`config.mk`:
```
export PLATFORM = sky130hd
export DESIGN_NAME = fetch_pc_flat
export DESIGN_NICKNAME = d
export VERILOG_FILES = /design/src/rtl/fetch_pkg.sv /design/src/rtl/fetch_pc_if.sv /design/src/rtl/pc_next.sv /design/src/rtl/fetch_pc.sv /design/src/flat_wrapper.sv
export SDC_FILE = /design/constraint.sdc
export NUM_CORES = 1
export LEC_CHECK = 0
export ABC_CLOCK_PERIOD_IN_PS = 5500
export CAP_MARGIN = 30
export CORE_ASPECT_RATIO = 1.4
export CORE_UTILIZATION = 40
export CTS_CLUSTER_DIAMETER = 40
export DETAILED_ROUTE_END_ITERATION = 7
export PLACE_DENSITY = 0.7
export SYNTH_ARGS = -nofsm -noshare
export SYNTH_HDL_FRONTEND = slang
export SYNTH_SLANG_ARGS = --single-unit
```
`constraint.sdc`:
```
create_clock -name clk -period 5.5 [get_ports clk]
set_input_delay 0.825 -clock clk [delete_from_list [all_inputs] [get_ports clk]]
set_output_delay 0.825 -clock clk [all_outputs]
set_load 0.005 [all_outputs]
```
`src/rtl/fetch_pkg.sv`:
```
// fetch_pc shared types: FSM states, default reset vector, word width.
// Optional alignment check: FETCH_PC_ALIGN_CHECK_EN.
package fetch_pkg;

  localparam int INST_W = 32;

  localparam logic [31:0] RESET_PC_DEF =
    32'h0000_3000;

  typedef enum logic [1:0] {
    S_REQ,
    S_WAIT,
    S_FULL
  } state_e;

endpackage

```
`src/rtl/fetch_pc_if.sv`:
```
// Instruction-memory and decode handshakes of fetch_pc.
// master = fetch side, slave = memory/decode side.
interface fetch_pc_if;
  import fetch_pkg::*;

  logic              imem_req_valid;
  logic              imem_req_ready;
  logic [31:0]       imem_addr;
  logic              imem_rsp_valid;
  logic [INST_W-1:0] imem_rdata;
  logic              inst_valid;
  logic              inst_ready;
  logic [INST_W-1:0] inst;
  logic [31:0]       inst_pc;

  modport master (
    output imem_req_valid,
    output imem_addr,
    input  imem_req_ready,
    input  imem_rsp_valid,
    input  imem_rdata,
    output inst_valid,
    output inst,
    output inst_pc,
    input  inst_ready
  );

  modport slave (
    input  imem_req_valid,
    input  imem_addr,
    output imem_req_ready,
    output imem_rsp_valid,
    output imem_rdata,
    input  inst_valid,
    input  inst,
    input  inst_pc,
    output inst_ready
  );

endinterface

```
`src/rtl/pc_next.sv`:
```
// Next-pc mux: redirect, sequential +4 or hold.
// Alignment rejection only with FETCH_PC_ALIGN_CHECK_EN.
module pc_next
  import fetch_pkg::*;
(
  input  logic [31:0] pc,
  input  logic        pcsrc,
  input  logic [31:0] target,
  input  logic        adv,
  output logic [31:0] pc_d,
`ifdef FETCH_PC_ALIGN_CHECK_EN
  output logic        bad,
`endif
  output logic        redir
);

  logic [31:0] tgt;

`ifdef FETCH_PC_ALIGN_CHECK_EN
  assign bad   = pcsrc && (target[1:0] != 2'b00);
  assign redir = pcsrc && !bad;
  assign tgt   = target;
`else
  assign redir = pcsrc;
  assign tgt   = target & ~32'h3;
`endif

  always_comb begin
    pc_d = pc;
    if (redir)
      pc_d = tgt;
    else if (adv)
      pc_d = pc + 32'd4;
  end

endmodule

```
`src/rtl/fetch_pc.sv`:
```
// Fetch PC unit: one outstanding imem request, one held instruction.
// Alignment check enabled by FETCH_PC_ALIGN_CHECK_EN.
module fetch_pc
  import fetch_pkg::*;
#(
  parameter logic [31:0] RESET_PC = RESET_PC_DEF
) (
  input  logic        clk,
  input  logic        rst_n,
  input  logic        PCsrc,
  input  logic [31:0] target,
  input  logic        stall,
  output logic        misalign,
  fetch_pc_if.master  bus
);

  state_e            state_q, state_d;
  logic [31:0]       pc_q, pc_d;
  logic [31:0]       req_pc_q, req_pc_d;
  logic              kill_q, kill_d;
  logic              inst_valid_q, inst_valid_d;
  logic [INST_W-1:0] inst_q, inst_d;
  logic [31:0]       inst_pc_q, inst_pc_d;
  logic              req_valid;
  logic              hs;
  logic              redir;

  assign req_valid = (state_q == S_REQ) && !stall;
  assign hs        = req_valid && bus.imem_req_ready;

`ifdef FETCH_PC_ALIGN_CHECK_EN
  logic bad;
  logic misalign_q;

  pc_next u_pc_next (
    .pc     (pc_q),
    .pcsrc  (PCsrc),
    .target (target),
    .adv    (hs),
    .pc_d   (pc_d),
    .bad    (bad),
    .redir  (redir)
  );

  always_ff @(posedge clk) begin
    if (!rst_n)
      misalign_q <= 1'b0;
    else
      misalign_q <= bad;
  end

  assign misalign = misalign_q;
`else
  pc_next u_pc_next (
    .pc     (pc_q),
    .pcsrc  (PCsrc),
    .target (target),
    .adv    (hs),
    .pc_d   (pc_d),
    .redir  (redir)
  );

  assign misalign = 1'b0;
`endif

  always_comb begin
    state_d      = state_q;
    req_pc_d     = req_pc_q;
    kill_d       = kill_q;
    inst_valid_d = inst_valid_q;
    inst_d       = inst_q;
    inst_pc_d    = inst_pc_q;
    unique case (state_q)
      S_REQ: begin
        if (hs) begin
          req_pc_d = pc_q;
          state_d  = S_WAIT;
          // old-address request is in flight
          kill_d   = redir;
        end
      end
      S_WAIT: begin
        if (redir) begin
          if (bus.imem_rsp_valid) begin
            kill_d  = 1'b0;
            state_d = S_REQ;
          end else begin
            kill_d  = 1'b1;
          end
        end else if (bus.imem_rsp_valid) begin
          if (kill_q) begin
            kill_d  = 1'b0;
            state_d = S_REQ;
          end else begin
            inst_d       = bus.imem_rdata;
            inst_pc_d    = req_pc_q;
            inst_valid_d = 1'b1;
            state_d      = S_FULL;
          end
        end
      end
      S_FULL: begin
        if (redir || bus.inst_ready) begin
          inst_valid_d = 1'b0;
          state_d      = S_REQ;
        end
      end
      default: state_d = S_REQ;
    endcase
  end

  always_ff @(posedge clk) begin
    if (!rst_n) begin
      state_q      <= S_REQ;
      pc_q         <= RESET_PC;
      req_pc_q     <= 32'd0;
      kill_q       <= 1'b0;
      inst_valid_q <= 1'b0;
      inst_q       <= '0;
      inst_pc_q    <= 32'd0;
    end else begin
      state_q      <= state_d;
      pc_q         <= pc_d;
      req_pc_q     <= req_pc_d;
      kill_q       <= kill_d;
      inst_valid_q <= inst_valid_d;
      inst_q       <= inst_d;
      inst_pc_q    <= inst_pc_d;
    end
  end

  assign bus.imem_req_valid = req_valid;
  assign bus.imem_addr      = pc_q;
  assign bus.inst_valid     = inst_valid_q;
  assign bus.inst           = inst_q;
  assign bus.inst_pc        = inst_pc_q;

endmodule
```
`src/flat_wrapper.sv`:
```
// flat-port wrapper written by rule: the top's interface ports become plain ports
module fetch_pc_flat import fetch_pkg::*;
#(
  parameter logic [31:0] RESET_PC = RESET_PC_DEF
)
  (clk, rst_n, PCsrc, target, stall, misalign, bus_imem_req_valid, bus_imem_addr, bus_imem_req_ready, bus_imem_rsp_valid, bus_imem_rdata, bus_inst_valid, bus_inst, bus_inst_pc, bus_inst_ready);
  fetch_pc_if bus_i ();
  input  logic clk;
  input  logic rst_n;
  input  logic PCsrc;
  input  logic [31:0] target;
  input  logic stall;
  output logic misalign;
  output wire logic [$bits(bus_i.imem_req_valid)-1:0] bus_imem_req_valid;
  output wire logic [$bits(bus_i.imem_addr)-1:0] bus_imem_addr;
  input wire logic [$bits(bus_i.imem_req_ready)-1:0] bus_imem_req_ready;
  input wire logic [$bits(bus_i.imem_rsp_valid)-1:0] bus_imem_rsp_valid;
  input wire logic [$bits(bus_i.imem_rdata)-1:0] bus_imem_rdata;
  output wire logic [$bits(bus_i.inst_valid)-1:0] bus_inst_valid;
  output wire logic [$bits(bus_i.inst)-1:0] bus_inst;
  output wire logic [$bits(bus_i.inst_pc)-1:0] bus_inst_pc;
  input wire logic [$bits(bus_i.inst_ready)-1:0] bus_inst_ready;
  assign bus_imem_req_valid = bus_i.imem_req_valid;
  assign bus_imem_addr = bus_i.imem_addr;
  assign bus_i.imem_req_ready = bus_imem_req_ready;
  assign bus_i.imem_rsp_valid = bus_imem_rsp_valid;
  assign bus_i.imem_rdata = bus_imem_rdata;
  assign bus_inst_valid = bus_i.inst_valid;
  assign bus_inst = bus_i.inst;
  assign bus_inst_pc = bus_i.inst_pc;
  assign bus_i.inst_ready = bus_inst_ready;
  fetch_pc #(.RESET_PC(RESET_PC)) u_core (.clk(clk), .rst_n(rst_n), .PCsrc(PCsrc), .target(target), .stall(stall), .misalign(misalign), .bus(bus_i));
endmodule
```
==> run_results.csv <==
group,metric,value,unit
global_route,grt-ovfl-total,0,
power_and_ir_drop,cellLeakagePower,2.65,nW
setup_path,r2r-start,"u_core.state_q[1]",
clocking,clk_latency,410,ps
timing,hold_ws,461,ps
drt,vias,5299,
power_and_ir_drop,power_density,298,mW/mm²
setup_path,crit_path_start_kind,"input port",
power_and_ir_drop,p_switching,0.000541,W
worst_hold_path,min_path_type,"reg -> reg",
clocking,cts_sinks,126,
setup_path,critPathCapture,"u_core.bus.imem_addr[14]",
clocking,clkTransAtPathRegs,60,ps
outcome,outcome,"completed",
die,io_pins,170,
synthesis,yosysSeqAreaShare,0.452,
placed_design,hpwlAfterDp,10600,µm
drt,first_pass_iters,5,
timing,rsz0062_at_grt,"no",
cells_and_area,nets,884,
timing,worstMarginPinSlew,719,ps
job,maxCapViolations,0,
die,design.core.area,0.0135,mm²
timing,tns,0,ps
setup_path,endpoint_kind,"flip-flop",
synthesis,synth_cell_type_count,52,
synthesis,yosysWarnings,0,
timing,slew_headroom,0.516,
cells_and_area,finish.utilization,0.584,
synthesis,synthArstFlopShare,0,
global_route,grt_first_pass_wirelength,24600,µm
power_and_ir_drop,combPwrFrac,0.086,
drt,detail_route.wl_per_cell,15.3,µm
drt,drc_errors,0,
timing,worst_slack,2580,ps
timing,finalMaxSlewViolations,0,
global_route,met2_usage,0.387,
cells_and_area,area_delta_synth_final,41.5,%
setup_path,crit_fanout,45,
placed_design,port_buffers,162,
setup_path,r2r_cells,4,
setup_path,critical_path_required,5830,ps
placed_design,place_ws,2160,ps
clocking,cts_resized,0,
clocking,clk_path_buf_depth,2,
die,initial_core_util,0.413,
setup_path,rrSetupSlack,3020,ps
drt,ant_nets,0,
timing,setup_violations,0,
synthesis,netlist_area,0.00558,mm²
cells_and_area,fillerInstances,1243,
timing,fin_crit_sh,0.531,
timing,worst_clock_skew,7.27,ps
synthesis,synth_edf_count,0,
clocking,cts_max_level,4,
power_and_ir_drop,pwr-share-clk,0.497,
power_and_ir_drop,swShare,0.230,
global_route,grt.met3_usage,0.0463,
die,rows,50,
global_route,grt_util_all_layers,0.219,
die,die_w,102,µm
timing,hold_viol,0,
clocking,holdBufCountCts,0,
clocking,cts_root_buf,"clkbuf_16",
die,die-area,0.0144,mm²
global_route,use_met1,0.244,
power_and_ir_drop,pwr-share-seq,0.417,
cells_and_area,drive_gt1_frac,0.0667,
synthesis,syn_avg_cell_area,8.20,µm²
setup_path,critPathKind,"in -> reg",
power_and_ir_drop,peakVddDrop,0.161,mV
clocking,cts_tree,"yes",
synthesis,synth_ff_type,"dfxtp_1",
global_route,grt_pass1_vias,5060,
die,dieHeight,142,µm
setup_path,cp.arrival,3250,ps
clocking,postCtsSetupRepairBufs,0,
timing,min_period,2920,ps
clocking,numCtsBuffers,17,
timing,max_freq,343,MHz
cells_and_area,n_antenna_cell,0,
global_route,grt_max_degree,74,
placed_design,routabilityCongestion,0.825,
synthesis,synth_cells,680,
global_route,grt-busiest-layer,"met2",
drt,first_iter_violations,258,
drt,viasPerCell,5.26,
power_and_ir_drop,p_int,0.00181,W
global_route,antenna_found_initial,0,
synthesis,ys_ff_latch,126,
setup_path,crit_path_start,"stall",
power_and_ir_drop,total_power,0.00235,W
setup_path,regToRegEndpoint,"u_core.bus.imem_addr[14]",
drt,routed_wl,15400,µm
## layout make-up
class / instances / area [µm²] / share of cell area
Multi-Input combinational cell: 495 / 2800 / 0.355
Timing Repair Buffer: 170 / 1710 / 0.216
Inverter: 2 / 7.51 / 0.000951
Clock inverter: 12 / 159 / 0.0201
Clock buffer: 20 / 467 / 0.0591
Sequential cell: 126 / 2520 / 0.320
Tap cell: 182 / 228 / 0.0289
## cell families after synthesis
group,share of synthesized area
and+or+nand+nor,0.267
AOI/OAI and AO/OA,0.214
DFF,0.452
buffers and inverters,0.0503
xor gates and xnor gates,0.0141
adders and majority gates,0.00224
other,0.000672
## synth_stat cells, drive strengths merged, types with 3 or more instances
cell type / n / area share
a21boi: 93 / 0.13
a21oi: 6 / 0.0054
a311oi: 5 / 0.0079
a31o: 3 / 0.0047
a31oi: 6 / 0.0067
and2: 3 / 0.0034
and3: 5 / 0.0056
and4: 5 / 0.0079
buf: 17 / 0.019
clkbuf: 44 / 0.030
dfxtp: 126 / 0.45
nand2: 204 / 0.14
nand2b: 10 / 0.011
nand3: 26 / 0.023
nand4: 14 / 0.016
nor2: 9 / 0.0061
nor3: 10 / 0.0090
nor4: 10 / 0.011
nor4b: 5 / 0.0090
o2111a: 3 / 0.0061
o211a: 5 / 0.0090
o211ai: 6 / 0.0081
o21ai: 18 / 0.016
o31ai: 4 / 0.0054
or4: 6 / 0.0081
or4b: 3 / 0.0061
xnor2: 5 / 0.0079
xor2: 4 / 0.0063
## worst max-delay path, cell delays in order
cell and delay (ps):
clkdlybuf4s50_1 480, or4b_4 770, or3_4 540, or4_1 470
a31oi_1 160
## power by group through the flow
| stage | combinational [W] | clock (W) | sequential [W] |
|---|---|---|---|
| final | 0.000202 | 0.00117 | 0.000980 |
| after global routing | 0.000222 | 0.00123 | 0.000984 |
| after CTS | 0.000205 | 0.00119 | 0.000978 |
| after detailed placement | 0.000203 | 0 | 0.000998 |
| after global placement | 0.000197 | 0 | 0.000997 |
| after floorplan | 0.0000970 | 0 | 0.000986 |
## per-layer routing
layer  wire, µm  vias up
met5          0        -
met4        504        0
met3        692       42
met2       7920      175
met1       6260     2463
li1           -     2619
## state kept, by name, summed over array words and instances (netlist names)
| register | flops |
|---|---|
| u_core.bus.inst | 32 |
| u_core.bus.imem_addr | 30 |
| u_core.bus.inst_pc | 30 |
| u_core.req_pc_q | 30 |
| u_core.state_q | 2 |
| u_core.bus.inst_valid | 1 |
| u_core.kill_q | 1 |
## worst min-delay path by stage
stage | startpoint | endpoint | slack (ps) | cells after the start
after floorplan | u_core.req_pc_q[10] | u_core.bus.inst_pc[10] | 440 | 2
after global placement | u_core.req_pc_q[3] | u_core.bus.inst_pc[3] | 450 | 2
after detailed placement | u_core.req_pc_q[22] | u_core.bus.inst_pc[22] | 460 | 2
after CTS | u_core.req_pc_q[3] | u_core.req_pc_q[3] | 470 | 2
after global routing | u_core.bus.inst_pc[8] | u_core.bus.inst_pc[8] | 480 | 2
final | u_core.bus.inst_pc[8] | u_core.bus.inst_pc[8] | 460 | 2
## per-stage QoR
| stage | std cells | cell area, µm² |
|---|---|---|
| after CTS | 1007 | 7890 |
| after global routing | 1007 | 7890 |
| after floorplan | 684 | 5590 |
| final | 1007 | 7890 |
| after global placement | 972 | 7220 |
| after detailed placement | 975 | 7270 |
## cells in the final DEF (no fill, tap or decap), types with 6 or more instances in the layout
cell type / count
buf_4: 6
nor4_1: 10
clkbuf_16: 17
or4_1: 6
a31oi_1: 6
nand2_1: 203
clkdlybuf4s50_1: 161
o21ai_0: 18
nand2b_1: 10
nand4_1: 14
nand3_1: 26
a21boi_0: 93
nor3_1: 10
nor2_1: 9
o211ai_1: 6
a21oi_1: 6
dfxtp_1: 126
Power figures use the tool's default switching activity.
